## src/rtl/param_flit_sink_if.sv

```systemverilog
// Flit ingress / pop egress bundle for param_flit_sink.
// The sink side uses the slave modport; the traffic source uses master.
interface param_flit_sink_if #(
    parameter int unsigned num_vcs         = 4,
    parameter int unsigned flit_data_width = 64
) ();
    localparam int unsigned vc_idx_width = $clog2(num_vcs);

    logic                       flit_valid;
    logic [vc_idx_width-1:0]    flit_vc;
    logic                       flit_head;
    logic                       flit_tail;
    logic [flit_data_width-1:0] flit_data;
    logic                       consume_en;

    logic                       pop_valid;
    logic [vc_idx_width-1:0]    pop_vc;
    logic [flit_data_width-1:0] pop_data;
    logic                       pop_tail;
    logic [vc_idx_width:0]      flow_ctrl;

    modport master (
        output flit_valid, flit_vc, flit_head, flit_tail, flit_data, consume_en,
        input  pop_valid, pop_vc, pop_data, pop_tail, flow_ctrl
    );

    modport slave (
        input  flit_valid, flit_vc, flit_head, flit_tail, flit_data, consume_en,
        output pop_valid, pop_vc, pop_data, pop_tail, flow_ctrl
    );
endinterface

```

## src/rtl/param_flit_sink.sv

```systemverilog
// Multi-VC flit sink: per-VC circular FIFOs, round-robin pop, credit return,
// per-VC packet framing checks, counters and sticky error reporting.
module param_flit_sink #(
    parameter int unsigned  num_vcs         = 4,
    parameter int unsigned  buffer_depth    = 8,
    parameter int unsigned  flit_data_width = 64,
    parameter int unsigned  count_width     = 32,
    localparam int unsigned vc_idx_width    = $clog2(num_vcs),
    localparam int unsigned occ_width       = $clog2(buffer_depth + 1)
) (
    input  logic                           clk,
    input  logic                           reset,
    param_flit_sink_if.slave               bus,
    output logic [num_vcs*occ_width-1:0]   occupancy_ivc,
    output logic [count_width-1:0]         pkt_count,
    output logic [count_width-1:0]         flit_count,
    output logic [1:0]                     error,
    output logic [vc_idx_width-1:0]        error_vc
);
    localparam int unsigned ptr_width = $clog2(buffer_depth);

    typedef enum logic {
        ST_IDLE   = 1'b0,
        ST_IN_PKT = 1'b1
    } vc_state_e;

    // FIFO entry: {data, tail}
    logic [flit_data_width:0]   r_mem [num_vcs][buffer_depth];
    logic [ptr_width-1:0]       r_wr_ptr [num_vcs];
    logic [ptr_width-1:0]       r_rd_ptr [num_vcs];
    logic [occ_width-1:0]       r_occ [num_vcs];
    vc_state_e                  r_state [num_vcs];
    vc_state_e                  w_state_nxt [num_vcs];

    logic [vc_idx_width-1:0]    r_rr_ptr;
    logic                       r_pop_valid;
    logic [vc_idx_width-1:0]    r_pop_vc;
    logic [flit_data_width-1:0] r_pop_data;
    logic                       r_pop_tail;
    logic [count_width-1:0]     r_pkt_count;
    logic [count_width-1:0]     r_flit_count;
    logic [1:0]                 r_error;
    logic [vc_idx_width-1:0]    r_error_vc;

    logic                       w_grant_valid;
    logic [vc_idx_width-1:0]    w_grant_vc;
    logic [flit_data_width:0]   w_pop_entry;
    logic                       w_full;
    logic                       w_pop_same;
    logic                       w_push;
    logic                       w_overflow;
    logic                       w_proto_err;
    vc_state_e                  w_cur_state;
    logic [num_vcs-1:0]         w_push_vec;
    logic [num_vcs-1:0]         w_pop_vec;

    function automatic logic [vc_idx_width-1:0] rr_vc(input logic [vc_idx_width-1:0] base,
                                                      input int unsigned off);
        return vc_idx_width'((32'(base) + off) % num_vcs);
    endfunction

    function automatic logic [ptr_width-1:0] ptr_inc(input logic [ptr_width-1:0] p);
        return (p == ptr_width'(buffer_depth - 1)) ? '0 : p + ptr_width'(1);
    endfunction

    // Round-robin arbiter over non-empty VCs; lowest offset from r_rr_ptr wins.
    always_comb begin
        w_grant_valid = 1'b0;
        w_grant_vc    = '0;
        for (int i = int'(num_vcs) - 1; i >= 0; i--) begin
            if (bus.consume_en && (r_occ[rr_vc(r_rr_ptr, unsigned'(i))] != '0)) begin
                w_grant_valid = 1'b1;
                w_grant_vc    = rr_vc(r_rr_ptr, unsigned'(i));
            end
        end
    end

    assign w_pop_entry = r_mem[w_grant_vc][r_rd_ptr[w_grant_vc]];

    // Push acceptance and per-VC framing FSM next state.
    always_comb begin
        w_full      = 1'b0;
        w_cur_state = ST_IDLE;
        for (int v = 0; v < int'(num_vcs); v++) begin
            if (bus.flit_vc == vc_idx_width'(v)) begin
                w_full      = (r_occ[v] == occ_width'(buffer_depth));
                w_cur_state = r_state[v];
            end
        end
        w_pop_same  = w_grant_valid && (w_grant_vc == bus.flit_vc);
        w_push      = bus.flit_valid && (!w_full || w_pop_same);
        w_overflow  = bus.flit_valid && w_full && !w_pop_same;
        w_proto_err = w_push && ((w_cur_state == ST_IDLE) ? !bus.flit_head : bus.flit_head);
        for (int v = 0; v < int'(num_vcs); v++) begin
            w_push_vec[v]  = w_push && (bus.flit_vc == vc_idx_width'(v));
            w_pop_vec[v]   = w_grant_valid && (w_grant_vc == vc_idx_width'(v));
            w_state_nxt[v] = r_state[v];
            if (w_push_vec[v]) begin
                w_state_nxt[v] = bus.flit_tail ? ST_IDLE : ST_IN_PKT;
            end
        end
    end

    always_ff @(posedge clk or negedge reset) begin
        if (!reset) begin
            for (int v = 0; v < int'(num_vcs); v++) begin
                r_state[v] <= ST_IDLE;
            end
        end else begin
            for (int v = 0; v < int'(num_vcs); v++) begin
                r_state[v] <= w_state_nxt[v];
            end
        end
    end

    // Storage is not reset; emptiness is defined by pointers and occupancy.
    always_ff @(posedge clk) begin
        for (int v = 0; v < int'(num_vcs); v++) begin
            if (w_push_vec[v]) begin
                r_mem[v][r_wr_ptr[v]] <= {bus.flit_data, bus.flit_tail};
            end
        end
    end

    always_ff @(posedge clk or negedge reset) begin
        if (!reset) begin
            for (int v = 0; v < int'(num_vcs); v++) begin
                r_wr_ptr[v] <= '0;
                r_rd_ptr[v] <= '0;
                r_occ[v]    <= '0;
            end
            r_rr_ptr     <= '0;
            r_pop_valid  <= 1'b0;
            r_pop_vc     <= '0;
            r_pop_data   <= '0;
            r_pop_tail   <= 1'b0;
            r_pkt_count  <= '0;
            r_flit_count <= '0;
            r_error      <= '0;
            r_error_vc   <= '0;
        end else begin
            for (int v = 0; v < int'(num_vcs); v++) begin
                if (w_push_vec[v]) r_wr_ptr[v] <= ptr_inc(r_wr_ptr[v]);
                if (w_pop_vec[v])  r_rd_ptr[v] <= ptr_inc(r_rd_ptr[v]);
                if (w_push_vec[v] && !w_pop_vec[v]) begin
                    r_occ[v] <= r_occ[v] + occ_width'(1);
                end else if (w_pop_vec[v] && !w_push_vec[v]) begin
                    r_occ[v] <= r_occ[v] - occ_width'(1);
                end
            end

            r_pop_valid <= w_grant_valid;
            r_pop_tail  <= w_grant_valid && w_pop_entry[0];
            if (w_grant_valid) begin
                r_pop_vc     <= w_grant_vc;
                r_pop_data   <= w_pop_entry[flit_data_width:1];
                r_rr_ptr     <= rr_vc(w_grant_vc, 1);
                r_flit_count <= r_flit_count + count_width'(1);
                if (w_pop_entry[0]) r_pkt_count <= r_pkt_count + count_width'(1);
            end

            // error_vc captures only the first error since reset.
            if (w_overflow || w_proto_err) begin
                if (r_error == 2'b00) r_error_vc <= bus.flit_vc;
                r_error <= r_error | {w_proto_err, w_overflow};
            end
        end
    end

    generate
        for (genvar g = 0; g < int'(num_vcs); g++) begin : g_occ
            assign occupancy_ivc[g*occ_width +: occ_width] = r_occ[g];
        end
    endgenerate

    assign bus.pop_valid = r_pop_valid;
    assign bus.pop_vc    = r_pop_vc;
    assign bus.pop_data  = r_pop_data;
    assign bus.pop_tail  = r_pop_tail;
    assign bus.flow_ctrl = {r_pop_valid, r_pop_vc};
    assign pkt_count     = r_pkt_count;
    assign flit_count    = r_flit_count;
    assign error         = r_error;
    assign error_vc      = r_error_vc;
endmodule

```

## src/flat_wrapper.sv

```systemverilog
// flat-port wrapper written by rule: the top's interface ports become plain ports
module param_flit_sink_flat 
#(
    parameter int unsigned  num_vcs         = 4,
    parameter int unsigned  buffer_depth    = 8,
    parameter int unsigned  flit_data_width = 64,
    parameter int unsigned  count_width     = 32,
    localparam int unsigned vc_idx_width    = $clog2(num_vcs),
    localparam int unsigned occ_width       = $clog2(buffer_depth + 1)
)
  (clk, reset, occupancy_ivc, pkt_count, flit_count, error, error_vc, bus_flit_valid, bus_flit_vc, bus_flit_head, bus_flit_tail, bus_flit_data, bus_consume_en, bus_pop_valid, bus_pop_vc, bus_pop_data, bus_pop_tail, bus_flow_ctrl);
  param_flit_sink_if #(.num_vcs(num_vcs), .flit_data_width(flit_data_width)) bus_i ();
  input  logic clk;
  input  logic reset;
  output logic [num_vcs*occ_width-1:0] occupancy_ivc;
  output logic [count_width-1:0] pkt_count;
  output logic [count_width-1:0] flit_count;
  output logic [1:0] error;
  output logic [vc_idx_width-1:0] error_vc;
  input wire logic [$bits(bus_i.flit_valid)-1:0] bus_flit_valid;
  input wire logic [$bits(bus_i.flit_vc)-1:0] bus_flit_vc;
  input wire logic [$bits(bus_i.flit_head)-1:0] bus_flit_head;
  input wire logic [$bits(bus_i.flit_tail)-1:0] bus_flit_tail;
  input wire logic [$bits(bus_i.flit_data)-1:0] bus_flit_data;
  input wire logic [$bits(bus_i.consume_en)-1:0] bus_consume_en;
  output wire logic [$bits(bus_i.pop_valid)-1:0] bus_pop_valid;
  output wire logic [$bits(bus_i.pop_vc)-1:0] bus_pop_vc;
  output wire logic [$bits(bus_i.pop_data)-1:0] bus_pop_data;
  output wire logic [$bits(bus_i.pop_tail)-1:0] bus_pop_tail;
  output wire logic [$bits(bus_i.flow_ctrl)-1:0] bus_flow_ctrl;
  assign bus_i.flit_valid = bus_flit_valid;
  assign bus_i.flit_vc = bus_flit_vc;
  assign bus_i.flit_head = bus_flit_head;
  assign bus_i.flit_tail = bus_flit_tail;
  assign bus_i.flit_data = bus_flit_data;
  assign bus_i.consume_en = bus_consume_en;
  assign bus_pop_valid = bus_i.pop_valid;
  assign bus_pop_vc = bus_i.pop_vc;
  assign bus_pop_data = bus_i.pop_data;
  assign bus_pop_tail = bus_i.pop_tail;
  assign bus_flow_ctrl = bus_i.flow_ctrl;
  param_flit_sink #(.num_vcs(num_vcs), .buffer_depth(buffer_depth), .flit_data_width(flit_data_width), .count_width(count_width)) u_core (.clk(clk), .reset(reset), .bus(bus_i), .occupancy_ivc(occupancy_ivc), .pkt_count(pkt_count), .flit_count(flit_count), .error(error), .error_vc(error_vc));
endmodule
```

## config.mk

```make
export PLATFORM = sky130hd
export DESIGN_NAME = param_flit_sink_flat
export DESIGN_NICKNAME = d
export VERILOG_FILES = /design/src/rtl/param_flit_sink_if.sv /design/src/rtl/param_flit_sink.sv /design/src/flat_wrapper.sv
export SDC_FILE = /design/constraint.sdc
export NUM_CORES = 2
export LEC_CHECK = 0
export BUFFER_PORTS_ARGS = -buffer_cell sky130_fd_sc_hd__buf_2
export CAP_MARGIN = 5
export CORE_ASPECT_RATIO = 1.25
export CORE_MARGIN = 10
export CORE_UTILIZATION = 62
export DETAILED_ROUTE_END_ITERATION = 10
export HOLD_SLACK_MARGIN = 0.05
export PLACE_DENSITY_LB_ADDON = 0.1
export SYNTH_ARGS = -nofsm -noshare
export SYNTH_HDL_FRONTEND = slang
export SYNTH_SLANG_ARGS = --single-unit
```

## constraint.sdc

```tcl
create_clock -name clk -period 15.5 [get_ports clk]
set_input_delay 0.775 -clock clk [delete_from_list [all_inputs] [get_ports clk]]
set_output_delay 0.775 -clock clk [all_outputs]
set_load 0.02 [all_outputs]
```

==> qor.csv <==
stage;metric;value;unit
route;avgViaCountPerCell;6.75;
place;detailedPlacementHpwl;139000;um
critical_path;critical-path-slowest-cell;buf_4;
clock_tree;worstSkewPairLatency;0.85;ns
cells_and_area;fin_nets;6683;
sta;setup_ws;8.11;ns
cells_and_area;fin_util;0.693;
floorplan;floorplan.initialDensity;0.622;
critical_path;crit_arrival;7.84;ns
global_routing;globalRouteOverflowTotal;0;
yosys;synth_edf_count;2080;
critical_path;critical_path.cell_chain;inv_1 > mux4_2 > a221o_1 > a211oi_2 > o211ai_1 > a211oi_1 > o32ai_1 > or3_1 > nor2_1 > nand2_1 > nor2_4 > buf_4;
power_and_ir_drop;cellLeakagePower;34.7;nW
global_routing;first_global_vias;56500;
critical_path;setup.worst_path.start_class;flop;
cells_and_area;area_delta_synth_final;11.3;%
cells_and_area;mostFrequentLayoutCells;edfxtp_1, nand2_1, nand3_1;
clock_tree;max-clock-path-buffers;3;
place;numPlacedInstances;8259;
sta;final_min_period_over_clock_period;0.477;
place;detailedPlace.worstSlack;8.24;ns
route;ant_nets;0;
floorplan;rows;156;
clock_tree;cts-hold-fix-buffers;1;
clock_tree;setup_fix_buffers_added_after_clock_tree_synthesis;0;
sta;relSlewSlack;0.160;
sta;skew;0.0273;ns
cells_and_area;layout.cells.non_filler;8658;
outcome;result_of_the_run;finished with violations;
route;detailroute.via_count;58500;
global_routing;wire_length_of_the_first_global_routing_pass;382000;um
sta;setup-tns-final;0;ns
power_and_ir_drop;powerDensity;204;nW/um2
yosys;syn_area_per_cell;14.0;um2
global_routing;global_route.usage.total;0.323;
critical_path;timing.critical_path.fanout_max;43;
route;drc_errors;1;
place;place.gp.congestion;0.862;
global_routing;antenna_found_initial;17;
clock_tree;clock-sinks;2262;
clock_tree;root_buffer;clkbuf_16;
floorplan;die_y;445;um
floorplan;die-area;161000;um2
floorplan;coreArea;144000;um2
critical_path;cpPeakStageDelay;0.96;ns
sta;fin_hold_viols;0;
place;placement.cell_area;93200;um2
critical_path;worst_r2r_startpoint;u_core.r_rr_ptr[0]$_DFFE_PN0P_;
floorplan;pin_count;227;
yosys;syn-instance-count;6401;
yosys;yosysWarningCount;0;
sta;setup_viol;0;
critical_path;cpLargestDelayFamily;simple AND/OR/NAND/NOR gates;
min_path;min_delay_worst_endpoint;u_core.error[0]$_DFFE_PN0P_;
sta;slew_viol_final;0;
place;io_buffers;226;
min_path;timing.hold.worst.class;input port to flop;
min_path;hold_start;bus_flit_valid;
sta;hold_slack;0.209;ns
clock_tree;post_cts_sizing_count;0;
route;detail_route.iter0.violations;7916;
critical_path;worst_r2r_endpoint;u_core.r_mem[0][402]$_DFFE_PP_;
job;max_cap_violations;0;
clock_tree;cts_tree;built;
clock_tree;clk_transition_reported_paths;0.06;ns
cells_and_area;drive_gt1_frac;0.124;
route;wire_length_per_cell;30.6;um
yosys;synth_top_area_cell;edfxtp_1;
critical_path;critPathBufInv;2;
cells_and_area;final_cell_area;100000;um2
route;wirelength;265000;um
yosys;sequential_cell_area_fraction_in_the_yosys_report;0.746;
outcome;violations_in_the_final_reports;design-rule violations;
yosys;synth.cell_area;89800;um2
yosys;synth.distinct_cells;77;
power_and_ir_drop;post-layout-total-power;20.4;mW
clock_tree;htreeDepth;4;
route;drt-pass1-iter-count;11;
critical_path;regToRegSetupSlack;8.11;ns
yosys;syn_nets;6511;
sta;tightestPinTransition;1.26;ns
yosys;async_flop_share;0.0805;
sta;timing.fmax;135;MHz
cells_and_area;final_common_cell;edfxtp_1;
critical_path;rr_worst_depth;12;
global_routing;grt_start_max_net_pins;166;
clock_tree;number_of_buffers_created_by_cts;207;
yosys;share_of_yosys_cell_area_claimed_by_the_top_area_cell_type;0.696;
critical_path;worst-endpoint-required;15.95;ns
yosys;flip_flop_and_latch_count_after_synthesis;2262;
critical_path;crit_type;flop to flop;
floorplan;die_x;360;um
min_path;worst_hold_path.num_cells;2;
yosys;synth_top_flop_cell;edfxtp_1;
yosys;synth.area.top_cells;edfxtp_1, nand2_1, dfrtp_1;
critical_path;endpoint_type_of_the_worst_setup_path;flop;
sta;final_period_demand_of_the_worst_path;7.39;ns
sta;rsz0062_at_grt;false;
power_and_ir_drop;irDropWorstVdd;0.321;mV
## how the worst max path moves through the flow
stage                                        start                              to  slack [ns]  cells past startpoint
6_report            u_core.r_rr_ptr[0]$_DFFE_PN0P_  u_core.r_mem[0][402]$_DFFE_PP_        8.11                     12
5_1_grt             u_core.r_rr_ptr[0]$_DFFE_PN0P_  u_core.r_mem[0][404]$_DFFE_PP_        7.51                     12
4_1_cts             u_core.r_rr_ptr[0]$_DFFE_PN0P_  u_core.r_mem[0][402]$_DFFE_PP_        8.16                     12
3_5_place_dp        u_core.r_rr_ptr[0]$_DFFE_PN0P_  u_core.r_mem[0][440]$_DFFE_PP_        8.24                     12
3_3_place_gp        u_core.r_rr_ptr[0]$_DFFE_PN0P_  u_core.r_mem[0][440]$_DFFE_PP_        8.27                     12
2_1_floorplan  u_core.occupancy_ivc[4]$_DFFE_PN0P_  u_core.r_mem[1][390]$_DFFE_PP_        4.62                     11
## area by class of cell
class	instances	area, um2
clock inverters	94	876
inverters	20	101
repair buffers	365	2240
well taps	1896	2370
clock buffers	300	5860
diodes	4	10.0
fillers	9726	44300
multi-input cells	3717	21500
flip-flops and latches	2262	67000
## power breakdown
part / switching (mW) / internal, mW
Clock: 2.23 / 2.86
Combinational: 5.63 / 2.29
Sequential: 0.315 / 7.06
Total: 8.17 / 12.2
## kinds of logic (layout without fill, tap and decap cells)
kind of cell | after synthesis | count (layout) | share of synthesized area
compound gates | 862 | 862 | 0.0669
flops | 2262 | 2262 | 0.746
other cells | 0 | 4 | 0
mux | 316 | 316 | 0.0376
fa+ha+maj | 38 | 38 | 0.00563
buf+inv | 422 | 779 | 0.0190
xor+xnor | 79 | 79 | 0.00771
simple gates | 2422 | 2422 | 0.117
## state kept, by name (all words and copies together), names as in the netlist
name and cells:
u_core.error_vc 2, u_core.pkt_count 32, u_core.bus.pop_data 64, u_core.error 2
u_core.occupancy_ivc 16, u_core.r_rr_ptr 2, u_core.r_state 4, u_core.bus.pop_valid 1
u_core.r_mem 2080, u_core.flit_count 32, u_core.r_wr_ptr 12, u_core.bus.pop_tail 1
u_core.bus.pop_vc 2, u_core.r_rd_ptr 12
## Yosys cell counts, types with 11 or more instances
| cell | instances |
|---|---|
| inv_1 | 17 |
| and3_1 | 91 |
| o211ai_1 | 20 |
| a32o_1 | 47 |
| nand2_1 | 1417 |
| o2111ai_1 | 20 |
| xnor2_1 | 70 |
| dfrtp_1 | 182 |
| a32oi_1 | 19 |
| mux2_2 | 90 |
| clkbuf_1 | 287 |
| a21o_1 | 14 |
| edfxtp_1 | 2080 |
| nor2_1 | 126 |
| a31oi_1 | 92 |
| buf_2 | 69 |
| mux2i_1 | 217 |
| ha_1 | 34 |
| nor3_1 | 57 |
| nand2b_1 | 16 |
| o221ai_1 | 35 |
| a221oi_1 | 28 |
| a21oi_1 | 176 |
| a2111oi_0 | 17 |
| buf_1 | 39 |
| o21ai_0 | 102 |
| nand3_1 | 622 |
| nand4_1 | 20 |
| a211oi_1 | 104 |
| a311oi_1 | 67 |
| a41oi_1 | 11 |
| nor4_1 | 28 |
| o21ai_1 | 14 |
| o22ai_1 | 46 |
## metal layers
| layer | wire length, um | GRT usage | vias to the layer above |
|---|---|---|---|
| met1 | 96300 | 0.426 | 29400 |
| met3 | 30200 | 0.0640 | 735 |
| li1 | - | - | 24500 |
| met4 | 12100 | 0.145 | 4 |
| met5 | 19 | 0 | - |
| met2 | 126000 | 0.524 | 3897 |
## worst reg2reg max path: stages (launching register included)
cell and delay (ns):
dfrtp_1 0.95, inv_1 0.60, mux4_2 0.64, a221o_1 0.31
a211oi_2 0.59, o211ai_1 0.19, a211oi_1 0.31, o32ai_1 0.22
or3_1 0.37, nor2_1 0.55, nand2_1 0.38, nor2_4 0.88
buf_4 0.98
Note: power is estimated with default switching activity, not from simulation.
